$ cat src/rtl/ram_stream_reader_if.sv
// Valid/ready word stream produced by ram_stream_reader.
// The master drives valid/data/last; the slave answers with ready.
interface ram_stream_reader_if #(
    parameter int WIDTH = 32
);
    logic             out_valid;
    logic             out_ready;
    logic [WIDTH-1:0] out_data;
    logic             out_last;

    modport master (
        output out_valid,
        output out_data,
        output out_last,
        input  out_ready
    );

    modport slave (
        input  out_valid,
        input  out_data,
        input  out_last,
        output out_ready
    );
endinterface

$ cat src/rtl/ram_stream_reader.sv
// Streams a wrapping address range of a registered-read RAM port as valid/ready words.
// A 4-entry FIFO plus credit-based issue absorbs backpressure without dropping reads.
module ram_stream_reader #(
    parameter int WIDTH      = 32,
    parameter int DEPTH      = 16,
    parameter int ADDR_WIDTH = $clog2(DEPTH)
) (
    input  logic                  clk,
    input  logic                  rst,
    input  logic                  start,
    input  logic [ADDR_WIDTH:0]   base_addr,
    input  logic [ADDR_WIDTH:0]   len,
    output logic                  busy,
    output logic                  done,
    output logic [ADDR_WIDTH:0]   raddr,
    input  logic [WIDTH-1:0]      rdata,
    ram_stream_reader_if.master   stream
);

    localparam int                FIFO_DEPTH = 4;
    localparam logic [ADDR_WIDTH:0] LAST_ADDR = (ADDR_WIDTH+1)'(DEPTH - 1);
    localparam logic [ADDR_WIDTH:0] ONE       = (ADDR_WIDTH+1)'(1);

    typedef enum logic [1:0] {
        IDLE,
        RUN,
        DRAIN
    } state_t;

    state_t                           state_q, state_d;
    logic [ADDR_WIDTH:0]              addr_q, addr_d;
    logic [ADDR_WIDTH:0]              remaining_q, remaining_d;
    logic [ADDR_WIDTH:0]              raddr_q, raddr_d;
    logic                             issue_q, issue_d;
    logic                             issue_last_q, issue_last_d;
    logic                             pend_q, pend_d;
    logic                             pend_last_q, pend_last_d;
    logic                             done_q, done_d;
    logic [FIFO_DEPTH-1:0][WIDTH-1:0] fifo_data_q, fifo_data_d;
    logic [FIFO_DEPTH-1:0]            fifo_last_q, fifo_last_d;
    logic [2:0]                       fifo_count_q, fifo_count_d;

    logic [ADDR_WIDTH:0] cur_addr;
    logic [ADDR_WIDTH:0] cur_rem;
    logic [2:0]          in_flight;
    logic                credit_ok;
    logic                do_issue;
    logic                pop;
    logic                push;
    logic [2:0]          count_after_pop;

    assign pop  = (fifo_count_q != 3'd0) && stream.out_ready;
    assign push = pend_q;

    // The first read issues on the same edge that accepts start, giving the
    // two-cycle start-to-first-word latency.
    always_comb begin
        state_d      = state_q;
        addr_d       = addr_q;
        remaining_d  = remaining_q;
        raddr_d      = raddr_q;
        issue_d      = 1'b0;
        issue_last_d = 1'b0;
        pend_d       = issue_q;
        pend_last_d  = issue_last_q;
        done_d       = 1'b0;
        cur_addr     = addr_q;
        cur_rem      = remaining_q;
        do_issue     = 1'b0;
        in_flight    = fifo_count_q + {2'b00, issue_q} + {2'b00, pend_q};
        credit_ok    = in_flight < 3'(FIFO_DEPTH);

        case (state_q)
            IDLE: begin
                if (start) begin
                    if (len == '0) begin
                        done_d = 1'b1;
                    end else begin
                        state_d  = RUN;
                        cur_addr = base_addr;
                        cur_rem  = len;
                        do_issue = credit_ok;
                    end
                end
            end
            RUN: begin
                do_issue = credit_ok;
            end
            DRAIN: begin
                if (pop && fifo_last_q[0]) begin
                    state_d = IDLE;
                    done_d  = 1'b1;
                end
            end
            default: state_d = IDLE;
        endcase

        addr_d      = cur_addr;
        remaining_d = cur_rem;

        if (do_issue) begin
            issue_d      = 1'b1;
            raddr_d      = cur_addr;
            addr_d       = (cur_addr == LAST_ADDR) ? '0 : cur_addr + ONE;
            remaining_d  = cur_rem - ONE;
            issue_last_d = (cur_rem == ONE);
            if (cur_rem == ONE) begin
                state_d = DRAIN;
            end
        end
    end

    // Shift-down FIFO: entry 0 is always the head, so the stream outputs come
    // straight from flops.
    always_comb begin
        fifo_data_d     = fifo_data_q;
        fifo_last_d     = fifo_last_q;
        count_after_pop = fifo_count_q - {2'b00, pop};

        if (pop) begin
            for (int i = 0; i < FIFO_DEPTH - 1; i++) begin
                fifo_data_d[i] = fifo_data_q[i+1];
                fifo_last_d[i] = fifo_last_q[i+1];
            end
            fifo_last_d[FIFO_DEPTH-1] = 1'b0;
        end

        if (push) begin
            fifo_data_d[count_after_pop[1:0]] = rdata;
            fifo_last_d[count_after_pop[1:0]] = pend_last_q;
        end

        fifo_count_d = count_after_pop + {2'b00, push};
    end

    always_ff @(posedge clk or negedge rst) begin
        if (!rst) begin
            state_q      <= IDLE;
            addr_q       <= '0;
            remaining_q  <= '0;
            raddr_q      <= '0;
            issue_q      <= 1'b0;
            issue_last_q <= 1'b0;
            pend_q       <= 1'b0;
            pend_last_q  <= 1'b0;
            done_q       <= 1'b0;
            fifo_data_q  <= '0;
            fifo_last_q  <= '0;
            fifo_count_q <= '0;
        end else begin
            state_q      <= state_d;
            addr_q       <= addr_d;
            remaining_q  <= remaining_d;
            raddr_q      <= raddr_d;
            issue_q      <= issue_d;
            issue_last_q <= issue_last_d;
            pend_q       <= pend_d;
            pend_last_q  <= pend_last_d;
            done_q       <= done_d;
            fifo_data_q  <= fifo_data_d;
            fifo_last_q  <= fifo_last_d;
            fifo_count_q <= fifo_count_d;
        end
    end

    assign busy             = (state_q != IDLE);
    assign done             = done_q;
    assign raddr            = raddr_q;
    assign stream.out_valid = (fifo_count_q != 3'd0);
    assign stream.out_data  = fifo_data_q[0];
    assign stream.out_last  = fifo_last_q[0] & (fifo_count_q != 3'd0);

endmodule

$ cat src/flat_wrapper.sv
// flat-port wrapper written by rule: the top's interface ports become plain ports
module ram_stream_reader_flat 
#(
    parameter int WIDTH      = 32,
    parameter int DEPTH      = 16,
    parameter int ADDR_WIDTH = $clog2(DEPTH)
)
  (clk, rst, start, base_addr, len, busy, done, raddr, rdata, stream_out_valid, stream_out_data, stream_out_last, stream_out_ready);
  ram_stream_reader_if #(.WIDTH(WIDTH)) stream_i ();
  input  logic clk;
  input  logic rst;
  input  logic start;
  input  logic [ADDR_WIDTH:0] base_addr;
  input  logic [ADDR_WIDTH:0] len;
  output logic busy;
  output logic done;
  output logic [ADDR_WIDTH:0] raddr;
  input  logic [WIDTH-1:0] rdata;
  output wire logic [$bits(stream_i.out_valid)-1:0] stream_out_valid;
  output wire logic [$bits(stream_i.out_data)-1:0] stream_out_data;
  output wire logic [$bits(stream_i.out_last)-1:0] stream_out_last;
  input wire logic [$bits(stream_i.out_ready)-1:0] stream_out_ready;
  assign stream_out_valid = stream_i.out_valid;
  assign stream_out_data = stream_i.out_data;
  assign stream_out_last = stream_i.out_last;
  assign stream_i.out_ready = stream_out_ready;
  ram_stream_reader #(.WIDTH(WIDTH), .DEPTH(DEPTH), .ADDR_WIDTH(ADDR_WIDTH)) u_core (.clk(clk), .rst(rst), .start(start), .base_addr(base_addr), .len(len), .busy(busy), .done(done), .raddr(raddr), .rdata(rdata), .stream(stream_i));
endmodule
$ cat config.mk
export PLATFORM = sky130hd
export DESIGN_NAME = ram_stream_reader_flat
export DESIGN_NICKNAME = d
export VERILOG_FILES = /design/src/rtl/ram_stream_reader_if.sv /design/src/rtl/ram_stream_reader.sv /design/src/flat_wrapper.sv
export SDC_FILE = /design/constraint.sdc
export NUM_CORES = 1
export LEC_CHECK = 0
export BUFFER_PORTS_ARGS = -buffer_cell sky130_fd_sc_hd__clkbuf_2
export CAP_MARGIN = 40
export CELL_PAD_IN_SITES_DETAIL_PLACEMENT = 1
export CELL_PAD_IN_SITES_GLOBAL_PLACEMENT = 1
export CORE_ASPECT_RATIO = 2
export CORE_UTILIZATION = 42
export CTS_CLUSTER_SIZE = 14
export DETAILED_ROUTE_END_ITERATION = 6
export GPL_ROUTABILITY_DRIVEN = 0
export PLACE_DENSITY_LB_ADDON = 0.12
export SYNTH_ARGS = -nofsm -noshare
export SYNTH_HDL_FRONTEND = slang
export SYNTH_SLANG_ARGS = --single-unit
$ cat constraint.sdc
create_clock -name clk -period 3 [get_ports clk]
set_input_delay 0.3 -clock clk [delete_from_list [all_inputs] [get_ports clk]]
set_output_delay 0.3 -clock clk [all_outputs]
set_load 0.01 [all_outputs]
# Yosys cells after proc, flatten, opt, wreduce, memory -nomap -nowiden
# Cells that the tools add are included.
[op_classes]
n_lt_le_gt_ge = 3
eq_ne = 4
bitwise_logic = 1
reduce_logical = 7
n_addsub = 6
mux = 34
[ops]
columns = ["cell", "count"]
rows = [
  ["96-bit two-way mux", 2],
  ["128-bit bitwise mux", 1],
  ["32-bit demux with 2-bit select", 1],
  ["5-bit two-way mux", 9],
  ["32-bit two-way mux", 1],
  ["2-bit two-way mux", 5],
  ["3-bit by 1-bit adder with 3-bit output", 3],
  ["1-bit two-way mux", 8],
  ["4-bit two-way mux", 2],
  ["2-bit one-hot mux with 3 select lines", 1],
  ["5-bit by 1-bit adder with 5-bit output (second input constant)", 1],
  ["5-bit by 1-bit equality test with 1-bit output (second input constant)", 1],
  ["5-bit by 4-bit equality test with 1-bit output (second input constant)", 1],
  ["5-bit logical NOT", 1],
  ["5-bit by 1-bit subtractor with 5-bit output (second input constant)", 1],
  ["4-bit bitwise mux", 1],
  ["1-bit one-hot mux with 2 select lines", 2],
  ["1-bit logical AND", 3],
  ["2-bit by 3-bit < comparator with 1-bit output (second input constant)", 1],
  ["3-bit < comparator (second input constant)", 1],
  ["3-bit nonzero test", 1],
  ["3-bit by 1-bit subtractor with 3-bit output", 1],
  ["1-bit demux with 2-bit select", 1],
  ["2-bit by 1-bit equality test with 1-bit output (second input constant)", 1],
  ["5 further kinds", 5],
]
[totals]
input_bits = 46
reg_bits = 157
elab_cells = 70
output_inout_bits = 41

# Logic depth before layout (Yosys ltp)
[logic_depth]
depth_word = 9
ltp_mapped = 13
ltp_nobuf = 10

# Least setup slack after synthesis
# No wires, ideal clock.
[synth_path]
path_kind = "register to register"
start = "register u_core.fifo_count_q[2]"
end = "register u_core.fifo_data_q[109] (netlist bit)"
required_time_ns = 2.875
n_path_buf = 4
path_slack_ns = -0.253
setup_time_ns = 0.125
stages_incl_launch_ff = 13
t_arrival_ns = 3.129
synth_period_minus_slack_ns = 3.253
cell_sequence = "dfrtp_1 or3_1 clkbuf_1 nand2_1 buf_2 inv_1 ha_1 ha_1 inv_1 and3_1 clkbuf_1 buf_1 mux2_2"
[synth_between]
elab_chain_len = 8
word_cells_on_any_way = 9
cone_classes = "1 x add/sub; 2 x order compare; 3 x mux; 3 x reduce/logical"
[synth_lines]
columns = ["item", "line_no", "text"]
rows = [
  ["from (decl)", "ram_stream_reader.sv:41", "logic [2:0] fifo_count_q, fifo_count_d;"],
  ["from (signal assigned)", "ram_stream_reader.sv:162", "fifo_count_q <= fifo_count_d;"],
  ["3-bit nonzero test (*)", "-", ""],
  ["named net stream_out_valid", "flat_wrapper.sv:19", "output wire logic [$bits(stream_i.out_valid)-1:0] stream_out_valid;"],
  ["1-bit logical AND (*)", "ram_stream_reader.sv:52", "assign pop = (fifo_count_q != 3'd0) && stream.out_ready;"],
  ["3-bit by 1-bit subtractor with 3-bit output (*)", "ram_stream_reader.sv:118", "count_after_pop = fifo_count_q - {2'b00, pop};"],
  ["2-bit by 3-bit < comparator with 1-bit output (not written as such) or 2-bit by 1-bit >= comparator with 1-bit output (tied branches)", "ram_stream_reader.sv:129", "fifo_data_d[count_after_pop[1:0]] = rdata;"],
  ["1-bit logical AND (not written as such)", "ram_stream_reader.sv:129", ""],
  ["32-bit two-way mux (not written as such)", "ram_stream_reader.sv:129", ""],
  ["32-bit demux with 2-bit select (*)", "-", ""],
  ["128-bit bitwise mux (*)", "ram_stream_reader.sv:129", ""],
  ["to (signal assigned)", "ram_stream_reader.sv:160", "fifo_data_q <= fifo_data_d;"],
  ["to (decl)", "ram_stream_reader.sv:39", "logic [FIFO_DEPTH-1:0][WIDTH-1:0] fifo_data_q, fifo_data_d;"],
]
# Mark *: on every way through the listed nets, which the timed path passes. The rest lies on a longest branch.
# A chain may end at the register's enable or synchronous reset.

# Worst setup path in the final report
[layout_path]
start = "register u_core.fifo_count_q[2]"
end = "register u_core.fifo_data_q[114] (netlist bit)"
[layout_between]
elab_chain_len = 8
word_cells_on_any_way = 9
cone_classes = "1 x add/sub; 2 x order compare; 3 x mux; 3 x reduce/logical"
[layout_lines]
columns = ["item", "line_no"]
rows = [
  ["3-bit nonzero test (*)", "ram_stream_reader.sv:52"],
  ["1-bit logical AND (*)", "ram_stream_reader.sv:52"],
  ["3-bit by 1-bit subtractor with 3-bit output (*)", "ram_stream_reader.sv:118"],
  ["2-bit by 3-bit < comparator with 1-bit output (not written as such) or 2-bit by 1-bit >= comparator with 1-bit output (tied branches)", "ram_stream_reader.sv:129"],
  ["1-bit logical AND (not written as such)", "ram_stream_reader.sv:129"],
  ["32-bit two-way mux (not written as such)", "ram_stream_reader.sv:129"],
  ["32-bit demux with 2-bit select (*)", "-"],
  ["128-bit bitwise mux (*)", "ram_stream_reader.sv:129"],
]
# Every way passes the cells marked *; elsewhere a longest branch is shown, timed or not.

==> results.toml <==
[die]
rows = 68
die_w_um = 96.0
die_area_mm2 = 0.0182
coreArea_mm2 = 0.0173
die_y_um = 190
initial_core_util_pct = 43.0
io_pins = 87

[worst_hold_path]
hold_path_end = "u_core.fifo_data_q[52]"
hp-start = "rdata[20]"
hold_depth = 3
min_path_type = "input pin to register"

[logic_synthesis]
yosys.area_share.simple_pct = 8.90
synth_top_family_by_area = "multiplexers"
ys_warn_count = 0
synth_compound_area_share_pct = 10.2
yosysTopAreaCell = "dfrtp_1"
syn_area_mm2 = 0.00742
syn-num-nets = 737
synth-seq-area-share_pct = 52.9
synth.area.mux_share_pct = 19.9
synth_top_area_share_pct = 52.9
synthAdderAreaFrac_pct = 1.01
avgSynthCellArea_um2 = 10.8
synthFlopType = "dfrtp_1"
synth_most_common_cell = "dfrtp_1"
ys_types = 46
synthArstFlopShare_pct = 100
ys_seq_elements = 157
ys_top_cells_by_area = "dfrtp_1 (53%), mux2i_1 (15%), o21ai_0 (7.4%), nand2_1 (5.9%), mux2_2 (5.2%)"
synth_xor_area_share_pct = 0.826
synth-edff-count = 0
yosys-top-cells-count = "dfrtp_1 (157), nand2_1 (116), o21ai_0 (109)"
postSynthCellCount = 685

[finish]
diodes = 0
final_nets = 787
fillCellCount = 1906
fin_util_pct = 49.5
drive_above_1_share_pct = 24.1
fin_area_mm2 = 0.00855
area_delta_synth_final_pct = 15.2

[routing]
dr_total_vias = 5109
drc = 0
drt_iter0_markers = 191
firstDrtPassIters = 4
vias_per_cell = 5.34
wl_per_cell_um = 17.7
drt-total-wl_mm = 17.0
antenna_left = 0

[global_routing]
grt-ovfl-total = 0
grt_pass1_vias = 5660
antenna_found_initial = 0
grt_util_all_layers_pct = 20.3
grt_pass1_wl_mm = 28.1
grt_max_degree = 100

[sta]
slew_headroom_pct = 45.9
fmax_mhz = 378
finalSetupViolations = 0
drv_slew = 0
skew_ps = 8.72
rsz0062_at_grt = "no"
worstMarginPinSlew_ps = 812
timing.setup.tns_ps = 0
final_hold_viol_count = 0
fin_crit_sh_pct = 88.2
period_minus_slack_ps = 2650
holdWs_ps = 135

[cts]
clockRootBuffer = "clkbuf_16"
cts_max_level = 4
clk_pin_slew_worst_paths_ps = 60
cts_sinks = 157
post_cts_resized = 0
cts_buffer_depth = 2
cts_tree = "done"
numCtsBuffers = 17
clk_latency_ps = 420

[power_and_ir_drop]
power_mw = 9.99
ir_worst_vdd_v = 0.000502
power_density_mw_per_mm2 = 1170
p_leak_nw = 4.02

[setup_path]
crit_slowest_cell = "or3_1"
r2r_setup_slack_ps = 350
cp_max_fo = 34
startpoint_type = "register"
max_stage_delay_ps = 460
timing.rr.start = "u_core.fifo_count_q[2]"
worstPathArrival_ps = 2950
endpoint_kind = "register"
required_ps = 3300
rr_worst_depth = 9
r2r_end = "u_core.fifo_data_q[114]"
worstPathCellList = "or3_1 > nand2_4 > inv_1 > ha_1 > ha_1 > inv_1 > and3_2 > buf_12 > mux2_2"
path_class = "register to register"

[placed_design]
io_buffers = 86
dp_hpwl_mm = 11.4
place_area_mm2 = 0.00792

[outcome]
status = "finished clean"

[flow_run]
cap_violations = 0
## cell type report
cell class              instances  area, um2  share of cell area, %
multi-input cells             447       3060                   35.8
clock buffers                  21        480                   5.62
clock inverters                10        138                   1.61
inverters                       8       30.0                  0.351
well taps                     210        263                   3.07
repair buffers                104        649                   7.60
flip-flops and latches        157       3930                   46.0
## cells by family after synthesis
| group | count (synthesis) |
|---|---|
| fa+ha+maj | 6 |
| flops | 157 |
| compound gates | 136 |
| mux | 143 |
| simple gates | 155 |
| buf+inv | 81 |
| xor+xnor | 7 |
## sequential cells by signal, summed over array words and instances, names as in the netlist
signal                  cells
u_core.pend_q               1
u_core.fifo_last_q          4
u_core.fifo_data_q         96
u_core.addr_q               5
u_core.issue_q              1
u_core.remaining_q          5
u_core.issue_last_q         1
u_core.fifo_count_q         3
u_core.state_q              2
u_core.pend_last_q          1
u_core.raddr                5
u_core.done                 1
u_core.stream.out_data     32
## layer usage
layer  vias to the layer above  global-route usage [%]  part of all wire, %
li1                       2436                       -                    -
met1                      2568                    21.5                   38
met2                        83                    37.5                   57
met3                        22                    4.32                  2.6
met4                         0                    8.32                  2.7
met5                         -                       0                    0
## what timing repair did
item	CTS	global route
buffers inserted	0	0
setup endpoints to repair	0	0
endpoints found under the hold margin	71	0
hold buffers	1	0
## through the flow
step | setup slack [ps] | cells
floorplan | 63.2 | 685
CTS | 314 | 957
finish | 353 | 957
detailed placement | 345 | 925
global placement | 457 | 925
global route | 229 | 957
## worst max-delay path by stage
stage	start	endpoint	slack [ps]	cells after the start
2_1_floorplan	u_core.fifo_count_q[2]	u_core.fifo_data_q[119]	60	12
3_3_place_gp	u_core.fifo_count_q[2]	u_core.fifo_data_q[125]	460	9
3_5_place_dp	u_core.fifo_count_q[2]	u_core.fifo_data_q[118]	350	9
4_1_cts	u_core.fifo_count_q[2]	u_core.fifo_data_q[114]	310	9
5_1_grt	u_core.fifo_count_q[2]	u_core.fifo_data_q[114]	230	9
6_report	u_core.fifo_count_q[2]	u_core.fifo_data_q[114]	350	9
## worst max-delay path, delay by kind of cell, from the launching register on
| kind | cells | cell delay, ps |
|---|---|---|
| flops | 1 | 410 |
| mux | 1 | 380 |
| simple gates | 3 | 780 |
| fa+ha+maj | 2 | 520 |
| buf+inv | 3 | 420 |
## report_power, final
group	internal, mW	switching [mW]	leakage (nW)	total (mW)
Clock	1.39	0.843	0.301	2.23
Sequential	3.20	0.617	1.92	3.82
Combinational	1.76	2.18	1.81	3.93
## cells in the final DEF, fill, tap and decap left out, drive strengths merged, types with 2 or more instances in the layout
master / netlist / final
dfrtp: 157 / 157
nand2: 116 / 116
o21ai: 111 / 111
mux2i: 108 / 108
clkbuf: 26 / 106
mux2: 35 / 35
buf: 47 / 18
nor2: 9 / 9
inv: 8 / 8
a21oi: 8 / 8
nand3: 7 / 7
xnor2: 6 / 6
ha: 6 / 6
clkinv: 0 / 5
a22oi: 4 / 4
nand2b: 3 / 3
nor3b: 3 / 3
bufinv: 0 / 3
and3: 3 / 3
a21o: 3 / 3
nor3: 3 / 3
a21boi: 2 / 2
nor2b: 2 / 2
a31oi: 2 / 2
o211ai: 2 / 2
clkinvlp: 0 / 2
No activity file was read; power rests on OpenSTA's default activity.
